## src/rtl/reg_32_deser.sv

```systemverilog
// Serial-to-parallel receiver for the MSB-first shift link: assembles WIDTH-bit
// words from ShiftIn and offers them on a one-deep Valid/Ready holding slot.
module reg_32_deser #(
  parameter  int WIDTH = 32,
  localparam int CW    = $clog2(WIDTH)
) (
  input  logic             Clk,
  input  logic             Reset_n,
  input  logic             Clear,
  input  logic             ShiftIn,
  input  logic             Shift_En,
  input  logic             Ready,
  output logic [WIDTH-1:0] Data_Out,
  output logic             Valid,
  output logic             Busy,
  output logic [CW-1:0]    Count,
  output logic             Overrun
);

  // The oldest bit of a word is consumed straight out of the shifter on the
  // completing edge, so only WIDTH-1 bits ever need to be held.
  logic [WIDTH-2:0] shreg;
  logic [WIDTH-1:0] word;
  logic             last_bit;
  logic             slot_free;

  assign word      = {shreg, ShiftIn};
  assign last_bit  = Shift_En && (Count == CW'(WIDTH - 1));
  assign slot_free = !Valid || Ready;
  assign Busy      = (Count != '0);

  // The control states (idle, shift, hold, shift+hold) are fully described by
  // Count and Valid, so no separate state register is kept.
  always_ff @(posedge Clk or negedge Reset_n) begin
    if (!Reset_n) begin
      shreg    <= '0;
      Count    <= '0;
      Data_Out <= '0;
      Valid    <= 1'b0;
      Overrun  <= 1'b0;
    end else if (Clear) begin
      shreg    <= '0;
      Count    <= '0;
      Data_Out <= '0;
      Valid    <= 1'b0;
      Overrun  <= 1'b0;
    end else begin
      // NOTE: non-blocking assignments keep every branch reading pre-edge
      // values of Count and Valid, which the completion/handshake overlap needs.
      if (Shift_En) begin
        shreg <= word[WIDTH-2:0];
        Count <= last_bit ? '0 : Count + CW'(1);
      end

      if (last_bit) begin
        if (slot_free) begin
          Data_Out <= word;
          Valid    <= 1'b1;
        end else begin
          Overrun  <= 1'b1;
        end
      end else if (Valid && Ready) begin
        Valid <= 1'b0;
      end
    end
  end

endmodule

```

## config.mk

```make
export PLATFORM = sky130hd
export DESIGN_NAME = reg_32_deser
export DESIGN_NICKNAME = d
export VERILOG_FILES = /design/src/rtl/reg_32_deser.sv
export SDC_FILE = /design/constraint.sdc
export NUM_CORES = 1
export LEC_CHECK = 0
export CELL_PAD_IN_SITES_DETAIL_PLACEMENT = 1
export CELL_PAD_IN_SITES_GLOBAL_PLACEMENT = 1
export CORE_UTILIZATION = 42
export DETAILED_ROUTE_END_ITERATION = 8
export HOLD_SLACK_MARGIN = 0.02
export PLACE_DENSITY = 0.79
export RECOVER_POWER = 100
export SKIP_LAST_GASP = 1
export SLEW_MARGIN = 20
export SYNTH_ARGS = -nofsm -noshare
export SYNTH_HDL_FRONTEND = slang
export SYNTH_SLANG_ARGS = --single-unit
```

## constraint.sdc

```tcl
create_clock -name Clk -period 2.39 [get_ports Clk]
set_input_delay 0.239 -clock Clk [delete_from_list [all_inputs] [get_ports Clk]]
set_output_delay 0.239 -clock Clk [all_outputs]
set_load 0.05 [all_outputs]
```

After elaboration in Yosys (flattened, before gate mapping)
Cells that the tools add are included. W data, S select, Z words.

Add/subtract/negate cells: 1. $mul: 0. Div/mod/pow operators: 0. $lt $le $gt $ge: 0. Equality and inequality tests: 3. Shift-type cells: 0. Mux-type cells: 15. Bitwise operators: 0. Reduce and logical (&&, ||, !) cells: 12.

Operator list (count): $mux W32 (3); $mux W31 (2); $mux W5 (3); $mux W1 (7); $reduce_and A2 Y1 (3); $reduce_bool A2 Y1 (3); $add A5 B1 Y5 const B (1); $eq A5 B5 Y1 const B (1); $reduce_bool A5 Y1 (1); $ne A3 B2 Y1 const B (1); $reduce_bool A3 Y1 (1); $logic_and A1 B1 Y1 (2); $ne A2 B2 Y1 const B (1); $logic_not A1 Y1 (1); $logic_or A1 B1 Y1 (1).

Flip-flop bits (word level): 70. Latch bits: 0. Bits in writable memories: 0. Bits in read-only memories: 0. Input port bits: 6. Memories kept: 0.

Depth between registers and ports, before layout
Word-level depth: 5. Depth in mapped cells: 9.

Worst setup path before layout
OpenSTA, ideal clock, no wires.

Kind: reg-to-reg. Start point: reg Count[0]. End point: reg Data_Out[22]. Data arrival time: 2201 ps. Required time: 2265 ps. Setup slack: 64 ps. Stages on the path, launching flop included: 8. Path buffers: 2. Clock period less this slack: 2326 ps. Cell sequence: dfrtp_1 ha_1 and3_1 ha_1 clkbuf_2 a31oi_2 buf_2 mux2_2.

Cells in the longest elaborated chain, start to end: 4.

Ends and longest elaborated chain: start: declaration (line 16) `output logic [CW-1:0] Count,`; start signal: assignment (line 52) `Count <= last_bit ? '0 : Count + CW'(1);`; $eq A5 B5 Y1 (line 28) `assign last_bit = Shift_En && (Count == CW'(WIDTH - 1));`; $logic_and A1 B1 Y1 (line 28); $reduce_bool A2 Y1 (no source line); $reduce_and A2 Y1 (no source line); end signal: assignment (line 57) `Data_Out <= word;`; end: declaration (line 13) `output logic [WIDTH-1:0] Data_Out,`.

Every way passes these cells. A chain may end at the register's enable or synchronous reset.

Worst setup path after layout
Start point: reg Count[0]. End point: out Busy.

Cells in the longest elaborated chain, start to end: 1.

Ends and longest elaborated chain: $reduce_bool A5 Y1 (line 30) `assign Busy = (Count != '0);`; end: declaration (line 15) `output logic Busy,`.

Every way passes these cells.

==> results.json <==
{
  "syn_avg_cell_area_um2": 12.8,
  "cts_buffers": 9,
  "yosysMostFrequentCell": "dfrtp_1",
  "antenna_found_initial": 0,
  "io_buffers": 45,
  "die_y_um": 83.4,
  "crit_arrival_ps": 1990,
  "peakVddDrop_v": 0.000337,
  "fp.dieW_um": 83.4,
  "coreArea_mm2": 0.00639,
  "endpoint_kind": "primary output",
  "tightest_slew_ps": 1680,
  "insertedDiodeCount": 0,
  "required_ps": 2150,
  "synth_common_cells": "70 x dfrtp_1, 32 x nor2_1, 31 x mux2i_1",
  "grt_first_pass_wirelength_mm": 10.4,
  "drtIter0Drc": 106,
  "clock_latency_ps": 330,
  "violations": "capacitance limit, slew limit",
  "ys_async_sr_fraction_pct": 100,
  "firstDrtPassIters": 4,
  "drc": 0,
  "grt_pass1_vias": 2019,
  "nFillCells": 656,
  "hold_class": "in2reg",
  "start_util_pct": 43.6,
  "via_per_inst": 5.43,
  "max_slew_margin_pct": -12.2,
  "syn-cell-area_mm2": 0.00278,
  "grt_max_degree": 71,
  "grt_use_total_pct": 19.4,
  "min_period_ps": 2230,
  "finalHoldViolations": 0,
  "htreeDepth": 3,
  "path_class": "reg2out",
  "cts_tree": "built",
  "crit_path_start_kind": "flop",
  "setup_violations": 0,
  "area_growth_pct": 24.8,
  "yosysWarningCount": 0,
  "ys_seq_elements": 70,
  "synthFlopType": "dfrtp_1",
  "cts_buffer_depth": 2,
  "synthTopCellsByArea": "dfrtp_1 63%, mux2i_1 11%, a22o_1 9.1%",
  "cts-root-buf": "clkbuf_8",
  "dp_hpwl_mm": 3.80,
  "ant_nets": 0,
  "clock-sinks": 70,
  "grt-ovfl-total": 0,
  "final_max_slew_viol_count": 71,
  "max_freq_mhz": 448,
  "fin_crit_sh_pct": 93.5,
  "p_leak_nw": 1.81,
  "synth.distinct_cells": 27,
  "yosysTopAreaCellShare_pct": 63.0,
  "drive_gt1_share_pct": 10.8,
  "routabilityCongestion": 0.716,
  "vias": 1872,
  "ioPinCount": 46,
  "multi_input_area_um2": 953,
  "dieArea_mm2": 0.00695,
  "rsz0062_at_grt": "no",
  "finalPower_mw": 2.13,
  "power_density_mw_per_mm2": 613,
  "postSynthCellCount": 217,
  "clk_pin_slew_worst_paths_ps": 70,
  "fin_tns_setup_ps": 0,
  "finClkSkew_ps": 7.72,
  "post_cts_buffers": 0,
  "wl_per_cell_um": 17.4,
  "path_max_fanout": 7,
  "syn-num-nets": 226,
  "finalNetCount": 275,
  "routed_wl_mm": 6.02,
  "cap_violations": 1,
  "status": "complete, but fails checks",
  "ys_seq_area_share_pct": 63.0,
  "synth_top_cell_by_area": "dfrtp_1",
  "synth-edff-count": 0,
  "regArea_mm2": 0.00175,
  "rows": 29
}
-- worst max-delay path: stages (launching register included) --
cell and delay (ps):
dfrtp_1 440, inv_1 80, ha_1 130, or4b_2 570
dlygate4sd2_1 440
-- power by group --
group | internal (mW) | switching (mW) | total (mW)
registers | 1.19 | 0.00634 | 1.20
clock network | 0.413 | 0.397 | 0.809
logic | 0.0361 | 0.0875 | 0.124
total | 1.64 | 0.491 | 2.13
-- per-layer routing --
layer	up-vias	global-route usage (%)	wire [µm]
li1	862	-	-
met2	34	31.7	3100
met5	-	0	0
met1	969	25.4	2640
met4	0	7.05	77
met3	7	4.37	199
-- state kept, by name (all words and copies together), names as in the netlist --
name and flops:
Valid 1, Data_Out 32, Overrun 1, Count 5, shreg 31
-- cell families (layout without fill, tap and decap cells) --
family                     after synthesis  count (layout)  synth area share [%]
AOI/OAI and AO/OA                       39              39                  11.4
DFF                                     70              70                  63.0
adders and majority gates                3               3                  1.35
muxes                                   35              35                  12.8
and+or+nand+nor                         51              51                  8.32
buffers and inverters                   19              70                  3.15
-- cells in the final DEF (no fill, tap or decap), types with 2 or more instances in the layout --
| cell type | n |
|---|---|
| a21oi_1 | 5 |
| nand2b_1 | 2 |
| mux2i_1 | 31 |
| clkbuf_8 | 11 |
| mux2_2 | 4 |
| ha_1 | 3 |
| nand2_1 | 5 |
| clkbuf_1 | 2 |
| a22o_1 | 29 |
| inv_1 | 2 |
| clkinv_2 | 2 |
| nor2b_1 | 4 |
| clkbuf_2 | 2 |
| buf_2 | 2 |
| dlygate4sd3_1 | 41 |
| nand3b_1 | 2 |
| buf_4 | 3 |
| dfrtp_1 | 70 |
| clkdlybuf4s50_1 | 2 |
| a31oi_1 | 2 |
| nor2_1 | 32 |
-- per-stage QoR --
stage	hold WS, ps	instances	setup slack (ps)	utilization, %	area (µm²)
after CTS	226	345	143	54.6	3490
after detailed placement	293	331	208	52.0	3320
after global placement	292	331	252	52.0	3320
after floorplan	-56.6	217	64.4	-	2780
after global routing	230	345	51.4	54.3	3470
final	240	345	156	54.3	3470
-- layout make-up --
type	instances	share of cell area (%)
repair buffers	54	14.3
clock inverters	2	0.288
inverters	3	0.324
multi-input cells	128	27.5
flip-flops and latches	70	50.5
well taps	77	2.78
clock buffers	11	4.36
-- final timing paths --
kind	startpoint	endpoint	slack [ps]	depth (start not counted)
setup / recovery	Count[0]	Busy	160	4
hold / removal	Shift_En	Count[2]	240	2
setup reg to reg	Count[0]	Data_Out[29]	260	7
hold reg to reg	Data_Out[0]	Data_Out[0]	500	1
max in group asynchronous	Reset_n	shreg[26]	410	3
min in group asynchronous	Reset_n	Data_Out[19]	970	3
-- repair_timing --
action | CTS | global route
pin swaps | 0 | 0
endpoints found under the hold margin | 70 | 0
resized for setup | 1 | 1
setup endpoints to repair | 1 | 23
hold buffers | 1 | 0
Note: power is estimated with default switching activity, not from simulation.
